$ cat src/rtl/aes_scheduler_if.sv
// Bundle of requester, core and response signals around the AES scheduler.
// The scheduler uses the slave view; whatever drives it uses the master view.
interface aes_scheduler_if;
    logic [1:0]   req_valid;
    logic [1:0]   req_ready;
    logic [1:0]   req_enc;
    logic [2:0]   req_keySize0;
    logic [2:0]   req_keySize1;
    logic [0:127] req_msg0;
    logic [0:127] req_msg1;

    logic         core_start;
    logic         core_encOrDec;
    logic [2:0]   core_keySize;
    logic [0:127] core_msg;
    logic         core_doneE;
    logic         core_doneD;
    logic [0:127] core_msgOutE;
    logic [0:127] core_msgOutD;

    logic         resp_valid;
    logic         resp_ready;
    logic         resp_id;
    logic         resp_err;
    logic [0:127] resp_msg;

    logic         busy;

    modport slave (
        input  req_valid, req_enc, req_keySize0, req_keySize1, req_msg0, req_msg1,
        input  core_doneE, core_doneD, core_msgOutE, core_msgOutD,
        input  resp_ready,
        output req_ready,
        output core_start, core_encOrDec, core_keySize, core_msg,
        output resp_valid, resp_id, resp_err, resp_msg,
        output busy
    );

    modport master (
        output req_valid, req_enc, req_keySize0, req_keySize1, req_msg0, req_msg1,
        output core_doneE, core_doneD, core_msgOutE, core_msgOutD,
        output resp_ready,
        input  req_ready,
        input  core_start, core_encOrDec, core_keySize, core_msg,
        input  resp_valid, resp_id, resp_err, resp_msg,
        input  busy
    );
endinterface

$ cat src/rtl/aes_scheduler.sv
// Round-robin scheduler sharing one AES encrypt/decrypt core pair between two
// requesters, with illegal-key rejection and a bounded wait for core completion.
module aes_scheduler #(
    parameter int TIMEOUT = 255
) (
    input logic           clk,
    input logic           rst,
    aes_scheduler_if.slave bus
);
    localparam logic [7:0] TIMEOUT_C = 8'(TIMEOUT);

    typedef enum logic [1:0] {IDLE, START, WAIT, RESP} state_t;

    state_t       state;
    logic         lastId;
    logic [7:0]   timer;

    logic [1:0]   grant;
    logic         gId;
    logic [2:0]   gKeySize;
    logic [0:127] gMsg;
    logic         done;
    logic [0:127] doneMsg;

    // Grant is only offered in IDLE; with both requesting, the one not served last wins.
    always_comb begin
        grant    = 2'b00;
        gId      = 1'b0;
        if (state == IDLE) begin
            case (bus.req_valid)
                2'b01:   begin grant = 2'b01; gId = 1'b0; end
                2'b10:   begin grant = 2'b10; gId = 1'b1; end
                2'b11:   begin gId = ~lastId; grant = lastId ? 2'b01 : 2'b10; end
                default: begin grant = 2'b00; gId = 1'b0; end
            endcase
        end
        gKeySize = gId ? bus.req_keySize1 : bus.req_keySize0;
        gMsg     = gId ? bus.req_msg1     : bus.req_msg0;
    end

    assign bus.req_ready = grant;

    // Only the flag of the direction actually started may complete the operation.
    assign done    = bus.core_encOrDec ? bus.core_doneE   : bus.core_doneD;
    assign doneMsg = bus.core_encOrDec ? bus.core_msgOutE : bus.core_msgOutD;

    always_ff @(posedge clk) begin
        if (rst) begin
            state             <= IDLE;
            lastId            <= 1'b1;
            timer             <= 8'd0;
            bus.core_start    <= 1'b0;
            bus.core_encOrDec <= 1'b0;
            bus.core_keySize  <= 3'd0;
            bus.core_msg      <= '0;
            bus.resp_valid    <= 1'b0;
            bus.resp_id       <= 1'b0;
            bus.resp_err      <= 1'b0;
            bus.resp_msg      <= '0;
            bus.busy          <= 1'b0;
        end else begin
            bus.core_start <= 1'b0;
            case (state)
                IDLE: begin
                    if (grant != 2'b00) begin
                        bus.core_encOrDec <= bus.req_enc[gId];
                        bus.core_keySize  <= gKeySize;
                        bus.core_msg      <= gMsg;
                        bus.resp_id       <= gId;
                        bus.busy          <= 1'b1;
                        if (gKeySize > 3'd2) begin
                            // Illegal key size never reaches the core.
                            state          <= RESP;
                            bus.resp_valid <= 1'b1;
                            bus.resp_err   <= 1'b1;
                            bus.resp_msg   <= '0;
                        end else begin
                            state          <= START;
                            bus.core_start <= 1'b1;
                        end
                    end
                end
                START: begin
                    state <= WAIT;
                    timer <= 8'd0;
                end
                WAIT: begin
                    // Done takes priority over an expiring timer.
                    if (done) begin
                        state          <= RESP;
                        bus.resp_valid <= 1'b1;
                        bus.resp_err   <= 1'b0;
                        bus.resp_msg   <= doneMsg;
                    end else if (timer == TIMEOUT_C) begin
                        state          <= RESP;
                        bus.resp_valid <= 1'b1;
                        bus.resp_err   <= 1'b1;
                        bus.resp_msg   <= '0;
                    end else begin
                        timer <= timer + 8'd1;
                    end
                end
                RESP: begin
                    if (bus.resp_ready) begin
                        lastId         <= bus.resp_id;
                        bus.resp_valid <= 1'b0;
                        bus.busy       <= 1'b0;
                        state          <= IDLE;
                    end
                end
                default: state <= IDLE;
            endcase
        end
    end
endmodule

$ cat src/flat_wrapper.sv
// flat-port wrapper written by rule: the top's interface ports become plain ports
module aes_scheduler_flat 
#(
    parameter int TIMEOUT = 255
)
  (clk, rst, bus_req_valid, bus_req_enc, bus_req_keySize0, bus_req_keySize1, bus_req_msg0, bus_req_msg1, bus_core_doneE, bus_core_doneD, bus_core_msgOutE, bus_core_msgOutD, bus_resp_ready, bus_req_ready, bus_core_start, bus_core_encOrDec, bus_core_keySize, bus_core_msg, bus_resp_valid, bus_resp_id, bus_resp_err, bus_resp_msg, bus_busy);
  aes_scheduler_if bus_i ();
  input logic clk;
  input logic rst;
  input wire logic [$bits(bus_i.req_valid)-1:0] bus_req_valid;
  input wire logic [$bits(bus_i.req_enc)-1:0] bus_req_enc;
  input wire logic [$bits(bus_i.req_keySize0)-1:0] bus_req_keySize0;
  input wire logic [$bits(bus_i.req_keySize1)-1:0] bus_req_keySize1;
  input wire logic [$bits(bus_i.req_msg0)-1:0] bus_req_msg0;
  input wire logic [$bits(bus_i.req_msg1)-1:0] bus_req_msg1;
  input wire logic [$bits(bus_i.core_doneE)-1:0] bus_core_doneE;
  input wire logic [$bits(bus_i.core_doneD)-1:0] bus_core_doneD;
  input wire logic [$bits(bus_i.core_msgOutE)-1:0] bus_core_msgOutE;
  input wire logic [$bits(bus_i.core_msgOutD)-1:0] bus_core_msgOutD;
  input wire logic [$bits(bus_i.resp_ready)-1:0] bus_resp_ready;
  output wire logic [$bits(bus_i.req_ready)-1:0] bus_req_ready;
  output wire logic [$bits(bus_i.core_start)-1:0] bus_core_start;
  output wire logic [$bits(bus_i.core_encOrDec)-1:0] bus_core_encOrDec;
  output wire logic [$bits(bus_i.core_keySize)-1:0] bus_core_keySize;
  output wire logic [$bits(bus_i.core_msg)-1:0] bus_core_msg;
  output wire logic [$bits(bus_i.resp_valid)-1:0] bus_resp_valid;
  output wire logic [$bits(bus_i.resp_id)-1:0] bus_resp_id;
  output wire logic [$bits(bus_i.resp_err)-1:0] bus_resp_err;
  output wire logic [$bits(bus_i.resp_msg)-1:0] bus_resp_msg;
  output wire logic [$bits(bus_i.busy)-1:0] bus_busy;
  assign bus_i.req_valid = bus_req_valid;
  assign bus_i.req_enc = bus_req_enc;
  assign bus_i.req_keySize0 = bus_req_keySize0;
  assign bus_i.req_keySize1 = bus_req_keySize1;
  assign bus_i.req_msg0 = bus_req_msg0;
  assign bus_i.req_msg1 = bus_req_msg1;
  assign bus_i.core_doneE = bus_core_doneE;
  assign bus_i.core_doneD = bus_core_doneD;
  assign bus_i.core_msgOutE = bus_core_msgOutE;
  assign bus_i.core_msgOutD = bus_core_msgOutD;
  assign bus_i.resp_ready = bus_resp_ready;
  assign bus_req_ready = bus_i.req_ready;
  assign bus_core_start = bus_i.core_start;
  assign bus_core_encOrDec = bus_i.core_encOrDec;
  assign bus_core_keySize = bus_i.core_keySize;
  assign bus_core_msg = bus_i.core_msg;
  assign bus_resp_valid = bus_i.resp_valid;
  assign bus_resp_id = bus_i.resp_id;
  assign bus_resp_err = bus_i.resp_err;
  assign bus_resp_msg = bus_i.resp_msg;
  assign bus_busy = bus_i.busy;
  aes_scheduler #(.TIMEOUT(TIMEOUT)) u_core (.clk(clk), .rst(rst), .bus(bus_i));
endmodule
$ cat config.mk
export PLATFORM = sky130hd
export DESIGN_NAME = aes_scheduler_flat
export DESIGN_NICKNAME = d
export VERILOG_FILES = /design/src/rtl/aes_scheduler_if.sv /design/src/rtl/aes_scheduler.sv /design/src/flat_wrapper.sv
export SDC_FILE = /design/constraint.sdc
export NUM_CORES = 1
export LEC_CHECK = 0
export BUFFER_PORTS_ARGS = -buffer_cell sky130_fd_sc_hd__buf_2
export CAP_MARGIN = 20
export CORE_AREA = 2 2 310 312
export CTS_BUF_LIST = sky130_fd_sc_hd__clkbuf_16
export CTS_CLUSTER_DIAMETER = 50
export CTS_CLUSTER_SIZE = 12
export DETAILED_ROUTE_END_ITERATION = 6
export DIE_AREA = 0 0 312 314
export GPL_ROUTABILITY_DRIVEN = 0
export PLACE_DENSITY_LB_ADDON = 0.08
export SLEW_MARGIN = 20
export SYNTH_ARGS = -nofsm -noshare
export SYNTH_HDL_FRONTEND = slang
export SYNTH_SLANG_ARGS = --single-unit
export TNS_END_PERCENT = 10
$ cat constraint.sdc
create_clock -name clk -period 3 [get_ports clk]
set_input_delay 0.75 -clock clk [delete_from_list [all_inputs] [get_ports clk]]
set_output_delay 0.75 -clock clk [all_outputs]
set_load 0.05 [all_outputs]
# Word level (Yosys, flattened, before mapping)
# Index checks and enable logic that the tools add are counted.
# totals
regBits	276
input_bits	527
wordCells	81
# classes
addsub	1
n_lt_le_gt_ge	2
n_eq_ne	13
mux	36
bitwise_logic	3
n_reduce_logical	14
# op_table
op	count
$mux 128	6
$pmux 128 s2	1
$mux 8	2
$pmux 8 s2	1
$mux 2	7
$mux 1	12
$ne 2x2->1 const B	5
$reduce_and 3->1	3
$add 8x1->8 const B	1
$eq 2x2->1 const B	4
$eq 8x8->1 const B	1
$pmux 2 s4	1
$reduce_bool 2->1	4
$pmux 1 s2	3
$pmux 2 s3	1
$reduce_and 5->1	1
$eq 2x1->1 const B	2
$reduce_and 2->1	2
$reduce_and 4->1	1
$gt 3x2->1 const B	1
$mux 3	1
$ne 3x1->1 const B	1
$not 1->1	3
$pmux 1 s3	1
other kinds (4)	4

# Longest topological paths before layout
# logic_depth
depth_word	8
depth_mapped	10
mapped_depth_nobuf	7

# Worst setup path before layout
# Ideal clock, no wire load.
# synth_timing
kind	input port to output port
startpoint	input port bus_req_valid[0]
endpoint	output port bus_req_ready[1]
t_arrival_ns	1.692
required_ns	2.250
path_slack_ns	0.558
cell_stages	4
path_cell_list	nand2_1 > nand3_4 > inv_2 > clkbuf_1
# synth_between
elab_chain_len	3
elab_cells_between_ends	5
# synth_rtl
element	line_no	source
start, declared	flat_wrapper.sv:10	input wire logic [$bits(bus_i.req_valid)-1:0] bus_req_valid;
$eq 2x2->1 / $eq 2x1->1 (equally long branches)	aes_scheduler.sv:30	case (bus.req_valid)
$pmux 2 s3 (*)	aes_scheduler.sv:30	
$mux 2 (*)	aes_scheduler.sv:29	if (state == IDLE) begin
end, declared	flat_wrapper.sv:21	output wire logic [$bits(bus_i.req_ready)-1:0] bus_req_ready;
# Every way passes the cells marked *; elsewhere a longest branch is shown, timed or not.

# Final worst setup path
# layout_timing
startpoint	register u_core.state[1]
endpoint	output port bus_req_ready[1]
# layout_between
elab_chain_len	2
# layout_rtl
element	line_no	source
start, declared	aes_scheduler.sv:14	state_t state;
start signal, assigned	aes_scheduler.sv:49	state <= IDLE;
start signal, assigned	aes_scheduler.sv:73	state <= RESP;
start signal, assigned	aes_scheduler.sv:78	state <= START;
$logic_not 2->1	aes_scheduler.sv:29	
$mux 2	aes_scheduler.sv:29	
# No other way between the ends.

==> impl_metrics.toml <==
[final_layout]
multi_input_area_sq_mm = 0.00756
layout_common_cells = "792 x buf_2, 275 x nand2_1, 275 x dfxtp_1"
final_cells = 3623
syn2layout_area_growth_pct = 53.4
final_layout_size_suffix_gt1_frac = 0.437
register_area_sq_mm = 0.00553
nets = 2835
final_common_cell = "buf_2"
num-fill-cells = 10700
finish.utilization = 0.223

[synthesis]
ys_warn_count = 0
postSynthCellCount = 1546
muxShareOfSynthArea = 0.224
synth_compound_area_frac = 0.101
synth_top_family_by_area = "multiplexers"
ys_types = 46
synth_xor_area_frac = 0.00127
syn_nets = 2079
ys_ff_latch = 276
synth-edff-count = 0
syn_area_per_cell_sq_um = 8.89
synthAdderAreaFrac = 0.00546
async_flop_share = 0
yosys.area_share.simple = 0.216
syn_area_sq_mm = 0.0137
ys_seq_area_frac = 0.402
ys.flop_type = "dfxtp_1"

[floorplan]
ios = 794
die_w_um = 312
start_util = 0.146
core_area_sq_mm = 0.0944
fp.dieH_um = 314
rows = 113
dieArea_sq_mm = 0.0980

[grt]
first_global_vias = 14300
grt_max_degree = 140
globalRouteTotalUtil = 0.122
antenna_found_initial = 40
grt_pass1_wl_um = 90900
overflow = 0

[power]
irDropWorstVdd_uv = 470
total_power_mw = 20.8
cellPowerDensity_mw_per_mm2 = 988
p_leak_nw = 9.94

[placed_design]
dp_hpwl_um = 47000
place_inst = 3506
io_buffers = 793

[routing]
routed_wl_um = 63100
drt_iter0_markers = 487
wl_per_cell_um = 17.4
drt-vias-per-instance = 3.82
antenna_left = 0
drc = 2
dr.pass1.iters = 7
num_vias = 13900

[sta]
fin_crit_ns = 2.77
relSlewSlack = 0.379
slew_viol_final = 0
setup_violations = 0
fmax_mhz = 361
finalClockSkew_ns = 0.0327
finalCritPeriodShare = 0.924
finalHoldViolCount = 0
setup_tns_ns = 0
worst_slew_pin_slew_ns = 0.931
whs_ns = 0.381
rsz0062_at_grt = "no"

[setup_path]
cp-start-kind = "flop"
path_max_fanout = 8
required_ns = 2.25
critPathArrivalTime_ns = 2.02
critPathKind = "flop to primary output"
cp-end-kind = "primary output"

[clock_network]
numCtsBuffers = 59
root_buffer = "clkbuf_16"
htree_levels = 2
clkLatencyLatePin_ns = 0.63
cts_resized = 0
post-cts-setup-buffers = 0
clock-sinks = 276
cts_max_path_buffers = 3
path_clk_slew_ns = 0.05
ctsHoldBuffers = 0
cts_tree = "yes"

[outcome]
violations = "design-rule violations"
outcome = "complete, but fails checks"

[job]
cap_viol_max_count = 0

[worst_hold_path]
hold_path_class = "input pin to flop"
==> critical path, cell delays in order, from the launching register on <==
cell,delay (ns)
dfxtp_1,0.32
inv_1,0.12
ha_1,0.38
nand3_4,0.17
inv_4,0.14
buf_2,0.29
==> per-layer routing <==
| metal | global-route usage | vias up | part of all wire | routed length (um) |
|---|---|---|---|---|
| li1 | - | 6841 | - | - |
| met4 | 0.0295 | 36 | 0.021 | 1330 |
| met1 | 0.135 | 6274 | 0.39 | 24500 |
| met2 | 0.213 | 568 | 0.49 | 30900 |
| met5 | 0 | - | 0.0037 | 234 |
| met3 | 0.0529 | 131 | 0.096 | 6060 |
==> power breakdown <==
group	switching, mW	leakage [nW]	internal, mW
Sequential	0.464	2.26	4.56
Clock	2.28	0.975	4.06
Combinational	6.58	6.71	2.90
Total	9.33	9.94	11.5
==> metrics by stage <==
step / setup slack (ns) / cell area [sq um]
finish: 0.229 / 21100
detailed placement: 0.263 / 19200
global route: 0.0298 / 21100
CTS: 0.109 / 21100
global placement: 0.283 / 19200
floorplan: 0.558 / 13700
==> Yosys cell counts, types with 2 or more instances <==
library cell,n,area (sq um)
a2111oi_0,2,17.5
a211oi_1,2,15.0
a21oi_1,11,55.1
a221oi_1,2,17.5
a22oi_1,2,15.0
a311oi_1,132,1160
buf_1,15,56.3
buf_2,13,65.1
buf_4,3,22.5
buf_6,2,22.5
buf_8,10,150
clkbuf_1,90,338
dfxtp_1,276,5530
ha_1,6,75.1
inv_1,9,33.8
mux2_1,29,327
mux2_2,21,236
mux2_4,81,1220
mux2i_1,128,1280
nand2_1,275,1030
nand2b_1,2,12.5
nand3_1,5,25.0
nand4_1,2,12.5
nor2_1,272,1020
nor2b_1,129,807
nor3_1,3,15.0
o21ai_0,4,20.0
xnor2_1,2,17.5
==> layout make-up <==
class | count | area share
timing repair buffer | 828 | 0.211
tap | 1265 | 0.0750
inverter | 10 | 0.00190
clock inverter | 50 | 0.0206
sequential | 276 | 0.262
clock buffer | 59 | 0.0700
multi-input combinational | 1127 | 0.358
antenna | 8 | 0.000949
==> path summary, 6_finish.rpt <==
| check | endpoint | cells after the start | from | slack [ns] |
|---|---|---|---|---|
| worst max-delay path | bus_req_ready[1] | 5 | u_core.state[1] | 0.23 |
| worst max register to register | u_core.bus.resp_msg[8] | 8 | u_core.state[1] | 0.46 |
| worst min-delay path | u_core.bus.core_msg[124] | 3 | bus_req_msg1[3] | 0.38 |
| worst min register to register | u_core.bus.busy | 2 | u_core.bus.busy | 0.48 |
==> registers in the layout, summed over array words and instances, names as in the netlist <==
| name | count |
|---|---|
| u_core.state | 2 |
| u_core.bus.busy | 1 |
| u_core.bus.resp_id | 1 |
| u_core.bus.resp_msg | 128 |
| u_core.bus.core_start | 1 |
| u_core.bus.core_keySize | 3 |
| u_core.bus.resp_err | 1 |
| u_core.lastId | 1 |
| u_core.bus.resp_valid | 1 |
| u_core.bus.core_msg | 128 |
| u_core.bus.core_encOrDec | 1 |
| u_core.timer | 8 |
==> cell families after synthesis <==
group,after synthesis
adder cells (fa/ha/maj),6
XOR/XNOR,2
buffers and inverters,143
multiplexers,260
flip-flops,276
AND/OR/NAND/NOR,693
AO/OA/AOI/OAI,166
Note: power is estimated with default switching activity, not from simulation.
